File: config.mk
export PLATFORM = sky130hd
export DESIGN_NAME = babbage_inverse_f
export DESIGN_NICKNAME = d
export VERILOG_FILES = /design/src/rtl/babbage_inverse_f.sv
export SDC_FILE = /design/constraint.sdc
export NUM_CORES = 1
export LEC_CHECK = 0
export BUFFER_PORTS_ARGS = -buffer_cell sky130_fd_sc_hd__buf_2
export CORE_UTILIZATION = 63
export DETAILED_ROUTE_END_ITERATION = 12
export HOLD_SLACK_MARGIN = 0.15
export PLACE_DENSITY = 0.85
export SYNTH_ARGS = -nofsm -noshare
export SYNTH_HDL_FRONTEND = slang
export SYNTH_SLANG_ARGS = --single-unit
File: constraint.sdc
create_clock -name clk -period 7.4 [get_ports clk]
set_input_delay 0 -clock clk [delete_from_list [all_inputs] [get_ports clk]]
set_output_delay 0 -clock clk [all_outputs]
set_load 0.01 [all_outputs]
File: src/rtl/babbage_inverse_f.sv
// Floor inverse of f(n) = 2n^2 + 3n + 5: walks f upward by forward differences until the next step would pass y.
// Optional residual output y - f(n_out) is enabled by defining BABBAGE_INV_RESID_EN.
module babbage_inverse_f #(
    parameter int N_W = 6,
    parameter int F_W = 14
) (
    input  logic           clk,
    input  logic           reset,
    input  logic           start,
    input  logic [F_W-1:0] in,
    output logic           ready,
    output logic           done_tick,
    output logic [N_W-1:0] n_out,
    output logic           exact,
    output logic           under,
`ifdef BABBAGE_INV_RESID_EN
    output logic [F_W-1:0] resid,
`endif
    output logic           ovf
);

    localparam logic [1:0] S_IDLE = 2'd0;
    localparam logic [1:0] S_CALC = 2'd1;
    localparam logic [1:0] S_DONE = 2'd2;

    localparam logic [F_W-1:0] F0    = F_W'(5);
    localparam logic [F_W-1:0] G1    = F_W'(5);
    localparam logic [F_W-1:0] G_INC = F_W'(4);
    localparam logic [N_W-1:0] N_MAX = {N_W{1'b1}};

    logic [1:0]     state_q, state_d;
    logic [N_W-1:0] i_q, i_d;
    logic [F_W-1:0] f_q, f_d;
    logic [F_W-1:0] g_q, g_d;
    logic [F_W-1:0] target_q, target_d;
    logic [N_W-1:0] n_out_q, n_out_d;
    logic           exact_q, exact_d;
    logic           under_q, under_d;
    logic           ovf_q, ovf_d;
    logic [F_W-1:0] resid_q, resid_d;
    logic [F_W:0]   next_f_s;

    // Next-state and datapath update; results are written only on the calc exit cycle.
    always_comb begin
        state_d  = state_q;
        i_d      = i_q;
        f_d      = f_q;
        g_d      = g_q;
        target_d = target_q;
        n_out_d  = n_out_q;
        exact_d  = exact_q;
        under_d  = under_q;
        ovf_d    = ovf_q;
        resid_d  = resid_q;
        // One extra bit so a step past the top of the range cannot wrap below the target.
        next_f_s = {1'b0, f_q} + {1'b0, g_q};

        case (state_q)
            S_IDLE: begin
                if (start) begin
                    target_d = in;
                    i_d      = '0;
                    f_d      = F0;
                    g_d      = G1;
                    state_d  = S_CALC;
                end else begin
                    state_d  = S_IDLE;
                end
            end
            S_CALC: begin
                if (target_q < F0) begin
                    under_d = 1'b1;
                    n_out_d = '0;
                    exact_d = 1'b0;
                    ovf_d   = 1'b0;
                    resid_d = target_q;
                    state_d = S_DONE;
                end else if ((i_q == N_MAX) || (next_f_s > {1'b0, target_q})) begin
                    n_out_d = i_q;
                    exact_d = (f_q == target_q);
                    ovf_d   = (i_q == N_MAX) && (f_q < target_q);
                    under_d = 1'b0;
                    resid_d = target_q - f_q;
                    state_d = S_DONE;
                end else begin
                    i_d = i_q + N_W'(1);
                    f_d = next_f_s[F_W-1:0];
                    g_d = g_q + G_INC;
                end
            end
            S_DONE: begin
                state_d = S_IDLE;
            end
            default: begin
                state_d = S_IDLE;
            end
        endcase
    end

    // State and result registers with synchronous reset.
    always_ff @(posedge clk) begin
        if (reset) begin
            state_q  <= S_IDLE;
            i_q      <= '0;
            f_q      <= '0;
            g_q      <= '0;
            target_q <= '0;
            n_out_q  <= '0;
            exact_q  <= 1'b0;
            under_q  <= 1'b0;
            ovf_q    <= 1'b0;
            resid_q  <= '0;
        end else begin
            state_q  <= state_d;
            i_q      <= i_d;
            f_q      <= f_d;
            g_q      <= g_d;
            target_q <= target_d;
            n_out_q  <= n_out_d;
            exact_q  <= exact_d;
            under_q  <= under_d;
            ovf_q    <= ovf_d;
            resid_q  <= resid_d;
        end
    end

    assign ready     = (state_q == S_IDLE);
    assign done_tick = (state_q == S_DONE);
    assign n_out     = n_out_q;
    assign exact     = exact_q;
    assign under     = under_q;
    assign ovf       = ovf_q;
`ifdef BABBAGE_INV_RESID_EN
    assign resid     = resid_q;
`endif

endmodule

# After elaboration in Yosys (flattened, before gate mapping)
# Cells that the tools add are included.
# word_totals
reg_bits	59
inputBits	17
out_inout_bits	11
wordCells	54
# op_classes
n_addsub	3
n_lt_le_gt_ge	3
eq_ne	8
n_mux	23
reduce_logical	8
# ops
operator	count
$mux 14	5
$pmux 14 s2	2
$mux 6	5
$add 14x14->15	1
$gt 15x14->1	1
$add 14x3->14 const B	1
$eq 14x14->1	1
$lt 14x14->1	1
$lt 14x3->1 const B	1
$pmux 6 s2	1
$mux 1	7
$add 6x1->6 const B	1
$eq 6x6->1 const B	1
$ne 2x2->1 const B	3
$mux 2	2
$pmux 2 s2	1
$reduce_and 2->1	2
$reduce_and 4->1	1
$reduce_bool 2->1	2
$ne 3x3->1 const B	1
$eq 2x1->1 const B	1
$eq 2x2->1 const B	1
$logic_not 2->1	1
$logic_and 1x1->1	1
$logic_or 1x1->1	1

# Depth between registers and ports, before layout
# Gate-level depths: netlist (run 1).
# logic_depth
depth_word	6
mapped_depth	17
ltp_nobuf	15

# Least setup slack after synthesis (run 1)
# Ideal clock, no wire load.
# synth_timing
path_kind	reg-to-reg
startpoint	register f_q[0]
endpoint	register i_q[5]
setup_time_ns	0.074
arrival_time_ns	3.429
required_ns	7.326
setup_slack_ns	3.897
path_stages_with_launch	16
path_buffers	0
synth_period_minus_slack_ns	3.503
cell_sequence	dfxtp_1 ha_1 ha_1 a211oi_2 o211ai_2 a41o_2 nand4_1 o2111ai_1 ha_1 a21o_1 a21oi_1 o211ai_1 o21ai_2 nand3_4 or4_1 a31oi_1
# synth_via
elab_chain_len	5
# synth_rtl
item	line_no	source
start: declaration	33	logic [F_W-1:0] f_q, f_d;
start signal: assignment	105	f_q <= '0;
start signal: assignment	116	f_q <= f_d;
$add 14x14->15	56	next_f_s = {1'b0, f_q} + {1'b0, g_q};
$gt 15x14->1	78	end else if ((i_q == N_MAX) || (next_f_s > {1'b0, target_q})) begin
$logic_or 1x1->1	78	
$ne 2x2->1 (no source line)	n/a	
$reduce_and 4->1 (no source line)	n/a	
end signal: assignment	115	i_q <= i_d;
end: declaration	32	logic [N_W-1:0] i_q, i_d;
# Every way passes these cells.
# A chain may end at the register's enable or synchronous reset.

# Final worst setup path (run 1)
# layout_timing
startpoint	register g_q[2]
endpoint	register g_q[6]
# layout_via
elab_chain_len	5
word_cells_on_any_way	9
classes_between	2 x add/sub; 1 x order compare; 1 x eq/ne; 3 x mux; 2 x reduce/logical
# layout_rtl
item	line_no	source
start: declaration	34	logic [F_W-1:0] g_q, g_d;
start signal: assignment	117	g_q <= g_d;
$add 14x14->15	56	
$gt 15x14->1	78	
$logic_or 1x1->1	78	
$ne 2x2->1 (no source line)	n/a	
$reduce_and 4->1 (no source line)	n/a	
# Several ways; a longest one is shown, not always the timed one. The select of a mux whose other input is x is not followed.

==> metrics.txt, run 1 <==
# TYPE chip_impl_metric gauge
chip_impl_info{name="outcome",value="completed"} 1
chip_impl_metric{name="report.final.slew_viol_count",unit=""} 0
chip_impl_metric{name="p_total",unit="uW"} 844
chip_impl_metric{name="drt-pass1-iter-count",unit=""} 5
chip_impl_metric{name="grt_pass1_wl",unit="um"} 16600
chip_impl_metric{name="tightestPinTransition",unit="ps"} 1010
chip_impl_metric{name="synthDominantCellAreaShare",unit="%"} 31.5
chip_impl_metric{name="area_share_of_and_or_nand_nor_cells_after_synthesis",unit="%"} 24.3
chip_impl_metric{name="placement.io_buffers",unit=""} 27
chip_impl_metric{name="route.antenna.remaining_nets",unit=""} 0
chip_impl_metric{name="die_height",unit="um"} 78.5
chip_impl_metric{name="clock_insertion_delay_worst_skew",unit="ps"} 360
chip_impl_info{name="synth_top_family_by_area",value="simple AND/OR/NAND/NOR gates"} 1
chip_impl_metric{name="p_per_area",unit="nW/um^2"} 203
chip_impl_info{name="synth.area.top_cells",value="sky130_fd_sc_hd__dfxtp_1, sky130_fd_sc_hd__ha_1, sky130_fd_sc_hd__a21oi_1"} 1
chip_impl_metric{name="post_route_cells_drive_above_1_share",unit="%"} 14.0
chip_impl_metric{name="die-area",unit="um^2"} 6160
chip_impl_metric{name="vdd.ir_drop.worst",unit="mV"} 0.160
chip_impl_info{name="critPathLaunchType",value="flop"} 1
chip_impl_metric{name="worst_slew_margin_rel",unit="%"} 32.9
chip_impl_info{name="worst_hold_startpoint",value="reset"} 1
chip_impl_metric{name="vias_per_cell",unit=""} 6.32
chip_impl_metric{name="clock_tree.htree_level_count",unit=""} 3
chip_impl_info{name="critical_path.startpoint",value="g_q[2]"} 1
chip_impl_metric{name="timing.critical_path.depth",unit=""} 15
chip_impl_metric{name="cts_resized",unit=""} 0
chip_impl_info{name="worst_path_max_delay_cell",value="sky130_fd_sc_hd__and3_4"} 1
chip_impl_metric{name="min_path_cells",unit=""} 2
chip_impl_metric{name="areaGrowthSynthToFinish",unit="%"} 12.8
chip_impl_metric{name="clk_pin_slew_worst_paths",unit="ps"} 70
chip_impl_metric{name="globalRoute.totalOverflow",unit=""} 0
chip_impl_metric{name="detailed_place_hpwl",unit="um"} 6500
chip_impl_metric{name="number_of_antenna_violations_at_the_first_check_in_global_routing",unit=""} 0
chip_impl_metric{name="globalRouteTotalUtil",unit="%"} 35.1
chip_impl_metric{name="vias_in_the_first_global_route",unit=""} 3528
chip_impl_metric{name="timing.critical_path.required",unit="ps"} 7640
chip_impl_info{name="min_path_type",value="primary input to flop"} 1
chip_impl_metric{name="post-cts-setup-buffer-count",unit=""} 0
chip_impl_metric{name="cp_buf_inv_count",unit=""} 0
chip_impl_metric{name="multi_input_comb_area",unit="um^2"} 2360
chip_impl_info{name="worst_setup_end_kind",value="flop"} 1
chip_impl_info{name="synth_top_cell_by_area",value="sky130_fd_sc_hd__dfxtp_1"} 1
chip_impl_metric{name="grt_max_degree",unit=""} 51
chip_impl_metric{name="yosys_warnings",unit=""} 0
chip_impl_metric{name="setup_viol",unit=""} 0
chip_impl_metric{name="placed_cells",unit=""} 534
chip_impl_metric{name="numCtsBuffers",unit=""} 9
chip_impl_metric{name="yosys-mux-area-fraction",unit="%"} 0.543
chip_impl_metric{name="clock_path_buffers",unit=""} 2
chip_impl_metric{name="final.setup.tns",unit="ps"} 0
chip_impl_metric{name="gp_congestion",unit=""} 0.909
chip_impl_metric{name="via_count",unit=""} 3566
chip_impl_metric{name="design.final.nets",unit=""} 548
chip_impl_metric{name="cp_max_fo",unit=""} 20
chip_impl_metric{name="seqCellArea",unit="um^2"} 1160
chip_impl_metric{name="syn_nets",unit=""} 511
chip_impl_metric{name="clock-sinks",unit=""} 58
chip_impl_metric{name="start_util",unit="%"} 66.2
chip_impl_metric{name="dpl-instance-area",unit="um^2"} 3840
chip_impl_metric{name="drt_wl_total",unit="um"} 9750
chip_impl_metric{name="placementRows",unit=""} 27
chip_impl_metric{name="dr.first_iter.drc_count",unit=""} 352
chip_impl_metric{name="final.min_clock_period",unit="ps"} 4210
chip_impl_metric{name="synthesis.instances",unit=""} 450
chip_impl_metric{name="ys_async_sr_fraction",unit="%"} 0
chip_impl_metric{name="num_antenna_cells",unit=""} 0
chip_impl_metric{name="synth-edff-count",unit=""} 0
chip_impl_metric{name="remaining_drc_errors",unit=""} 0
chip_impl_metric{name="final.setup_skew",unit="ps"} 7.24
chip_impl_info{name="synth-main-ff-cell",value="sky130_fd_sc_hd__dfxtp_1"} 1
chip_impl_info{name="criticalPathCategory",value="flop to flop"} 1
chip_impl_metric{name="final_cells",unit=""} 564
chip_impl_metric{name="synth-compound-area-share",unit="%"} 21.1
chip_impl_metric{name="synth_fa_ha_area_share",unit="%"} 14.9
chip_impl_info{name="clock-root-buffer",value="sky130_fd_sc_hd__clkbuf_8"} 1
chip_impl_metric{name="synthXorXnorAreaFrac",unit="%"} 3.09
chip_impl_metric{name="max_cap_violations",unit=""} 0
chip_impl_info{name="critical_path.cell_chain",value="ha_1, a311oi_1, o21ba_2, o2111ai_1, a31o_2, a21oi_1, xnor2_1, ha_1, nand3_1, nor4_1, a21oi_1, o21ai_2, and3_4, nor3_4, a221o_2"} 1
chip_impl_info{name="cts_tree",value="done"} 1
chip_impl_metric{name="fin_crit_share",unit="%"} 56.9
chip_impl_metric{name="finalHoldViolations",unit=""} 0
chip_impl_metric{name="postLayoutCoreUtil",unit="%"} 74.6
chip_impl_info{name="crit_family",value="compound AO/OA/AOI/OAI gates"} 1
chip_impl_metric{name="total_i_o_pin_count",unit=""} 28
chip_impl_metric{name="avgRoutedWirePerCell",unit="um"} 17.3
chip_impl_metric{name="synth.avg_cell_area",unit="um^2"} 8.19
chip_impl_metric{name="netlist_area",unit="um^2"} 3690
chip_impl_metric{name="worstRegToRegCells",unit=""} 15
chip_impl_metric{name="synth.yosys.seq_area_share",unit="%"} 31.5
chip_impl_metric{name="yosysUniqueCellTypes",unit=""} 61
chip_impl_info{name="rsz_0062_raised_after_global_routing",value="false"} 1
chip_impl_info{name="crit-reg2reg-launch",value="g_q[2]"} 1
chip_impl_metric{name="highest_clock_frequency_the_design_can_meet",unit="MHz"} 237
chip_impl_metric{name="critical_path_arrival",unit="ps"} 4460
chip_impl_metric{name="nFillCells",unit=""} 402
chip_impl_metric{name="critPathMaxStageDelay",unit="ps"} 430
chip_impl_metric{name="fp.coreArea",unit="um^2"} 5570
chip_impl_metric{name="static-leakage-power",unit="nW"} 1.72
chip_impl_metric{name="chipWidth",unit="um"} 78.5
chip_impl_metric{name="fin_area",unit="um^2"} 4160
chip_impl_metric{name="yosys_register_bits",unit=""} 58
cell families after synthesis:
logic type	Yosys count
DFF	58
buffers and inverters	39
and+or+nand+nor	178
AOI/OAI and AO/OA	116
xor gates and xnor gates	13
adders and majority gates	44
muxes	2
power by group:
| part | internal (mW) | switching [mW] | leakage [nW] | total [mW] |
|---|---|---|---|---|
| Clock | 0.148 | 0.132 | 0.0965 | 0.280 |
| Sequential | 0.328 | 0.0150 | 0.471 | 0.343 |
| Combinational | 0.0761 | 0.144 | 1.15 | 0.220 |
state kept, by name (all words and copies together), names as in the netlist:
name / cells
ovf: 1
target_q: 14
g_q: 13
f_q: 14
n_out: 6
state_q: 2
exact: 1
i_q: 6
under: 1
routing by layer:
metal / vias to the layer above / part of all wire [%] / GRT usage [%]
met5: - / 0 / 0
met4: 0 / 2.1 / 15.0
met3: 22 / 7.0 / 7.44
met2: 159 / 47 / 58.5
met1: 1670 / 43 / 43.5
li1: 1715 / - / -
cells in the mapped netlist (2+ instances only):
library cell	number
sky130_fd_sc_hd__or3_1	2
sky130_fd_sc_hd__nand3b_1	5
sky130_fd_sc_hd__a21o_2	4
sky130_fd_sc_hd__o21ai_1	3
sky130_fd_sc_hd__a211oi_1	2
sky130_fd_sc_hd__nand4_1	9
sky130_fd_sc_hd__dfxtp_1	58
sky130_fd_sc_hd__a21oi_1	55
sky130_fd_sc_hd__a2bb2oi_1	2
sky130_fd_sc_hd__a22o_2	3
sky130_fd_sc_hd__xnor2_1	10
sky130_fd_sc_hd__a31oi_1	7
sky130_fd_sc_hd__ha_1	44
sky130_fd_sc_hd__nand3_1	37
sky130_fd_sc_hd__clkbuf_1	9
sky130_fd_sc_hd__xor2_1	3
sky130_fd_sc_hd__o2111ai_1	2
sky130_fd_sc_hd__buf_6	2
sky130_fd_sc_hd__and3_1	3
sky130_fd_sc_hd__inv_1	24
sky130_fd_sc_hd__mux2i_1	2
sky130_fd_sc_hd__nor2_1	24
sky130_fd_sc_hd__and2_1	4
sky130_fd_sc_hd__a21o_1	5
sky130_fd_sc_hd__o211ai_1	8
sky130_fd_sc_hd__nor4_1	3
sky130_fd_sc_hd__o21ai_0	7
sky130_fd_sc_hd__nand2_1	60
sky130_fd_sc_hd__or2_2	3
sky130_fd_sc_hd__nor3_1	10
sky130_fd_sc_hd__o21bai_1	2
sky130_fd_sc_hd__nor2b_1	4
sky130_fd_sc_hd__buf_1	2
sky130_fd_sc_hd__nand2b_1	5
final timing paths:
| kind | to | slack [ps] |
|---|---|---|
| hold / removal | state_q[0] | 270 |
| setup reg to reg | g_q[6] | 3190 |
| hold reg to reg | n_out[3] | 460 |
| setup / recovery | g_q[6] | 3190 |
timing repair:
item | CTS | global route
hold buffers | 14 | 0
hold endpoints to repair | 14 | 0
endpoints found under the setup margin | 0 | 0
placed cells by master (no fill, tap or decap), types with 3 or more instances in the layout:
cell type                       instances
sky130_fd_sc_hd__a21o_1                 5
sky130_fd_sc_hd__a21o_2                 4
sky130_fd_sc_hd__a21oi_1               55
sky130_fd_sc_hd__a22o_2                 3
sky130_fd_sc_hd__a31oi_1                7
sky130_fd_sc_hd__and2_1                 4
sky130_fd_sc_hd__and3_1                 3
sky130_fd_sc_hd__buf_2                 27
sky130_fd_sc_hd__clkbuf_8              12
sky130_fd_sc_hd__dfxtp_1               58
sky130_fd_sc_hd__dlygate4sd3_1         14
sky130_fd_sc_hd__ha_1                  44
sky130_fd_sc_hd__inv_1                 24
sky130_fd_sc_hd__nand2_1               60
sky130_fd_sc_hd__nand2b_1               5
sky130_fd_sc_hd__nand3_1               37
sky130_fd_sc_hd__nand3b_1               5
sky130_fd_sc_hd__nand4_1                9
sky130_fd_sc_hd__nor2_1                24
sky130_fd_sc_hd__nor2b_1                4
sky130_fd_sc_hd__nor3_1                10
sky130_fd_sc_hd__nor4_1                 3
sky130_fd_sc_hd__o211ai_1               8
sky130_fd_sc_hd__o21ai_0                7
sky130_fd_sc_hd__o21ai_1                3
sky130_fd_sc_hd__or2_2                  3
sky130_fd_sc_hd__xnor2_1               10
sky130_fd_sc_hd__xor2_1                 3
area by class of cell:
class,count,area share [%]
multi-input cells,353,56.7
clock buffers,14,4.15
clock inverters,2,0.241
flip-flops and latches,58,27.9
well taps,72,2.17
inverters,24,2.17
repair buffers,41,6.62
stage by stage:
step                      hold slack (ps)  setup WS [ps]
after global placement                238           3440
after detailed placement              248           3360
after floorplan                       136           3900
after global routing                  317           2990
final                                 274           3190
after CTS                             278           3270
Power figures use the tool's default switching activity.
==> run 2: changes to the inputs <==
--- a/config.mk
+++ b/config.mk
@@ -5,11 +5,12 @@
 export SDC_FILE = /design/constraint.sdc
 export NUM_CORES = 1
 export LEC_CHECK = 0
+export ABC_AREA = 1
 export BUFFER_PORTS_ARGS = -buffer_cell sky130_fd_sc_hd__buf_2
-export CORE_UTILIZATION = 63
+export CORE_UTILIZATION = 55
 export DETAILED_ROUTE_END_ITERATION = 12
 export HOLD_SLACK_MARGIN = 0.15
-export PLACE_DENSITY = 0.85
+export PLACE_DENSITY = 0.79
 export SYNTH_ARGS = -nofsm -noshare
 export SYNTH_HDL_FRONTEND = slang
 export SYNTH_SLANG_ARGS = --single-unit
==> constraint.sdc (replaced) <==
create_clock -name clk -period 3.8 [get_ports clk]
set_input_delay 0 -clock clk [delete_from_list [all_inputs] [get_ports clk]]
set_output_delay 0 -clock clk [all_outputs]
set_load 0.01 [all_outputs]
==> metrics.txt, run 2 <==
# TYPE chip_impl_metric gauge
chip_impl_metric{name="synth-edff-count",unit=""} 0
chip_impl_metric{name="detailed_place_hpwl",unit="um"} 7530
chip_impl_metric{name="final.setup.tns",unit="ps"} 0
chip_impl_metric{name="worst_slew_margin_rel",unit="%"} 34.5
chip_impl_metric{name="grt_pass1_wl",unit="um"} 17000
chip_impl_metric{name="clock_insertion_delay_worst_skew",unit="ps"} 350
chip_impl_metric{name="p_seq_share",unit="%"} 41.4
chip_impl_metric{name="p_int",unit="mW"} 1.02
chip_impl_info{name="rsz_0062_raised_after_global_routing",value="false"} 1
chip_impl_metric{name="power_frac_clock",unit="%"} 34.1
chip_impl_metric{name="critical_path_arrival",unit="ps"} 3760
chip_impl_metric{name="die_height",unit="um"} 85.8
chip_impl_metric{name="ys_async_sr_fraction",unit="%"} 0
chip_impl_metric{name="synthDominantCellAreaShare",unit="%"} 30.1
chip_impl_metric{name="die-area",unit="um^2"} 7360
chip_impl_info{name="synth.area.top_cells",value="sky130_fd_sc_hd__dfxtp_1, sky130_fd_sc_hd__ha_1, sky130_fd_sc_hd__nand2_1"} 1
chip_impl_metric{name="fin_crit_share",unit="%"} 92.5
chip_impl_metric{name="postLayoutCoreUtil",unit="%"} 65.0
chip_impl_metric{name="post_route_cells_drive_above_1_share",unit="%"} 10.6
chip_impl_metric{name="dpl_worst_slack",unit="ps"} 218
chip_impl_info{name="synth_top_cell_by_area",value="sky130_fd_sc_hd__dfxtp_1"} 1
chip_impl_metric{name="grt_max_degree",unit=""} 45
chip_impl_metric{name="timing.critical_path.required",unit="ps"} 4050
chip_impl_metric{name="design.final.nets",unit=""} 657
chip_impl_metric{name="clock-sinks",unit=""} 58
chip_impl_metric{name="synth.avg_cell_area",unit="um^2"} 6.94
chip_impl_metric{name="yosys_warnings",unit=""} 0
chip_impl_metric{name="fin_area",unit="um^2"} 4420
chip_impl_metric{name="synth.yosys.seq_area_share",unit="%"} 30.1
chip_impl_metric{name="final.min_clock_period",unit="ps"} 3520
chip_impl_metric{name="dr.first_iter.drc_count",unit=""} 269
chip_impl_metric{name="fp.coreArea",unit="um^2"} 6790
chip_impl_info{name="worst_setup_end_kind",value="flop"} 1
chip_impl_metric{name="route.antenna.remaining_nets",unit=""} 0
chip_impl_info{name="outcome",value="completed"} 1
chip_impl_metric{name="remaining_drc_errors",unit=""} 0
chip_impl_info{name="criticalPathCategory",value="flop to flop"} 1
chip_impl_metric{name="clock_path_buffers",unit=""} 2
chip_impl_info{name="min_path_type",value="primary input to flop"} 1
chip_impl_info{name="synth-main-ff-cell",value="sky130_fd_sc_hd__dfxtp_1"} 1
chip_impl_info{name="final_cell_mix",value="sky130_fd_sc_hd__nand2_1, sky130_fd_sc_hd__dfxtp_1, sky130_fd_sc_hd__a21oi_1"} 1
chip_impl_metric{name="static-leakage-power",unit="nW"} 2.13
chip_impl_metric{name="cp_buf_inv_count",unit=""} 1
chip_impl_metric{name="num_antenna_cells",unit=""} 0
chip_impl_metric{name="syn_nets",unit=""} 617
chip_impl_metric{name="final_cells",unit=""} 697
chip_impl_metric{name="yosys_register_bits",unit=""} 58
chip_impl_metric{name="drt_wl_total",unit="um"} 10400
chip_impl_metric{name="setup_viol",unit=""} 0
chip_impl_info{name="library_cell_with_the_highest_instance_count_after_synthesis",value="sky130_fd_sc_hd__nand2_1"} 1
chip_impl_metric{name="report.final.slew_viol_count",unit=""} 0
chip_impl_info{name="critical_path.cell_chain",value="ha_1, nand2_1, nor2_1, nand3_1, nand3_1, nand2_1, nand2_1, xor2_1, ha_1, a21o_1, a21oi_1, nand2_1, nand2_1, nand3_4, nand2_8, nor2_4, buf_12, nand2_1, nand2_1"} 1
chip_impl_metric{name="combinationalPowerShare",unit="%"} 24.5
chip_impl_metric{name="areaGrowthSynthToFinish",unit="%"} 14.5
chip_impl_metric{name="tightestPinTransition",unit="ps"} 982
chip_impl_metric{name="netlist_area",unit="um^2"} 3860
chip_impl_metric{name="total_i_o_pin_count",unit=""} 28
chip_impl_metric{name="vias_per_cell",unit=""} 5.49
chip_impl_info{name="cpMostUsedCell",value="sky130_fd_sc_hd__nand2_1"} 1
chip_impl_metric{name="globalRouteTotalUtil",unit="%"} 30.0
chip_impl_metric{name="cp_max_fo",unit=""} 20
chip_impl_info{name="reg_top3",value="f_q (14), target_q (14), g_q (13)"} 1
chip_impl_info{name="worst_path_max_delay_cell",value="sky130_fd_sc_hd__ha_1"} 1
chip_impl_metric{name="avgRoutedWirePerCell",unit="um"} 14.9
chip_impl_metric{name="setup_ws",unit="ps"} 285
chip_impl_metric{name="gp_congestion",unit=""} 0.991
chip_impl_metric{name="yosysUniqueCellTypes",unit=""} 30
chip_impl_metric{name="vdd.ir_drop.worst",unit="mV"} 0.232
chip_impl_metric{name="p_per_area",unit="nW/um^2"} 360
chip_impl_metric{name="placement.io_buffers",unit=""} 27
chip_impl_metric{name="chipWidth",unit="um"} 85.8
chip_impl_metric{name="placed_cells",unit=""} 665
chip_impl_metric{name="critPathMaxStageDelay",unit="ps"} 420
chip_impl_info{name="clock-root-buffer",value="sky130_fd_sc_hd__clkbuf_8"} 1
chip_impl_info{name="most_common_cell_after_layout_fill_and_taps_aside",value="sky130_fd_sc_hd__nand2_1"} 1
chip_impl_metric{name="globalRoute.totalOverflow",unit=""} 0
chip_impl_info{name="critPathLaunchType",value="flop"} 1
chip_impl_metric{name="swShare",unit="%"} 36.0
chip_impl_metric{name="dpl-instance-area",unit="um^2"} 4050
chip_impl_metric{name="placementRows",unit=""} 30
chip_impl_metric{name="highest_clock_frequency_the_design_can_meet",unit="MHz"} 284
chip_impl_metric{name="vias_in_the_first_global_route",unit=""} 3623
chip_impl_metric{name="number_of_antenna_violations_at_the_first_check_in_global_routing",unit=""} 0
chip_impl_metric{name="clk_pin_slew_worst_paths",unit="ps"} 80
chip_impl_metric{name="start_util",unit="%"} 56.8
chip_impl_metric{name="p_sw",unit="uW"} 573
chip_impl_metric{name="drt-pass1-iter-count",unit=""} 5
chip_impl_metric{name="final.setup_skew",unit="ps"} 11.1
chip_impl_info{name="post_synth_most_frequent_cells",value="sky130_fd_sc_hd__nand2_1, sky130_fd_sc_hd__a21oi_1, sky130_fd_sc_hd__dfxtp_1, sky130_fd_sc_hd__inv_1, sky130_fd_sc_hd__nor2_1"} 1
chip_impl_metric{name="via_count",unit=""} 3830
chip_impl_metric{name="finalHoldViolations",unit=""} 0
chip_impl_metric{name="numCtsBuffers",unit=""} 9
chip_impl_metric{name="max_cap_violations",unit=""} 0
chip_impl_info{name="cts_tree",value="done"} 1
chip_impl_metric{name="synthesis.instances",unit=""} 556
chip_impl_info{name="crit_family",value="simple AND/OR/NAND/NOR gates"} 1
chip_impl_metric{name="clock_tree.htree_level_count",unit=""} 3
[run 2: changes by cell type after synthesis, sizes merged, moves of 5 or more]
cell    before  now
nand2       61  140
inv         24   56
nor2        25   56
o21ai       11   26
nand3       38   50
xor2         3   15
a31oi        8    0
nor3        11    3
a21o         9    2
nand3b       5   12
o211ai       9    2
xnor2       10    4
nand2b       5    0
[run 2: area by class of cell]
class | count | area (um^2)
inverter | 56 | 210
tap | 96 | 120
clock inverter | 6 | 41.3
fill | 618 | 2370
multi-input combinational | 425 | 2420
clock buffer | 10 | 138
timing repair buffer | 46 | 328
sequential | 58 | 1160
[run 2: timing repair]
action	CTS	global route
resized for setup	0	4
setup buffers	0	1
hold endpoints to repair	35	0
hold buffers	15	0
setup endpoints to repair	0	16
[run 2: path summary, 6_finish.rpt]
path	startpoint	endpoint	slack [ps]	depth (start not counted)
max	g_q[6]	f_q[7]	280	19
min	start	state_q[0]	250	4
max reg2reg	g_q[6]	f_q[7]	280	19
min reg2reg	n_out[0]	n_out[0]	460	2
[run 2: cells by family (layout without fill, tap and decap cells)]
group	Yosys count	after routing	synth area share [%]
AOI/OAI and AO/OA	91	91	12.3
and+or+nand+nor	271	271	31.3
DFF	58	58	30.1
buffers and inverters	73	118	7.78
adders and majority gates	44	44	14.3
xor gates and xnor gates	19	19	4.31
[run 2: layer usage]
layer  share of wire [%]  global-route usage, %  routed length [um]
met1                  45                   37.8                4690
met2                  47                   51.1                4940
met3                 5.2                   5.97                 537
met4                 2.2                   10.8                 224
met5                   0                      0                   0
[run 2: stage by stage]
step	power, mW	hold WS, ps
4_1_cts	1.57	237
5_1_grt	1.67	289
3_3_place_gp	1.02	278
3_5_place_dp	1.03	284
2_1_floorplan	0.937	167
6_report	1.59	249
[run 2: power groups by stage]
stage | logic (mW) | clock network [mW] | registers (mW)
6_report | 0.390 | 0.543 | 0.659
5_1_grt | 0.433 | 0.571 | 0.662
4_1_cts | 0.371 | 0.540 | 0.658
3_5_place_dp | 0.357 | 0 | 0.673
3_3_place_gp | 0.348 | 0 | 0.672
2_1_floorplan | 0.271 | 0 | 0.667
[run 2: worst register-to-register path: stages (launching register included)]
cell and delay (ps):
sky130_fd_sc_hd__dfxtp_1 380, sky130_fd_sc_hd__ha_1 420, sky130_fd_sc_hd__nand2_1 90, sky130_fd_sc_hd__nor2_1 180, sky130_fd_sc_hd__nand3_1 130, sky130_fd_sc_hd__nand3_1 170, sky130_fd_sc_hd__nand2_1 70, sky130_fd_sc_hd__nand2_1 70
sky130_fd_sc_hd__xor2_1 220, sky130_fd_sc_hd__ha_1 280, sky130_fd_sc_hd__a21o_1 180, sky130_fd_sc_hd__a21oi_1 170, sky130_fd_sc_hd__nand2_1 80, sky130_fd_sc_hd__nand2_1 170, sky130_fd_sc_hd__nand3_4 220, sky130_fd_sc_hd__nand2_8 220
sky130_fd_sc_hd__nor2_4 60, sky130_fd_sc_hd__buf_12 170, sky130_fd_sc_hd__nand2_1 80, sky130_fd_sc_hd__nand2_1 60
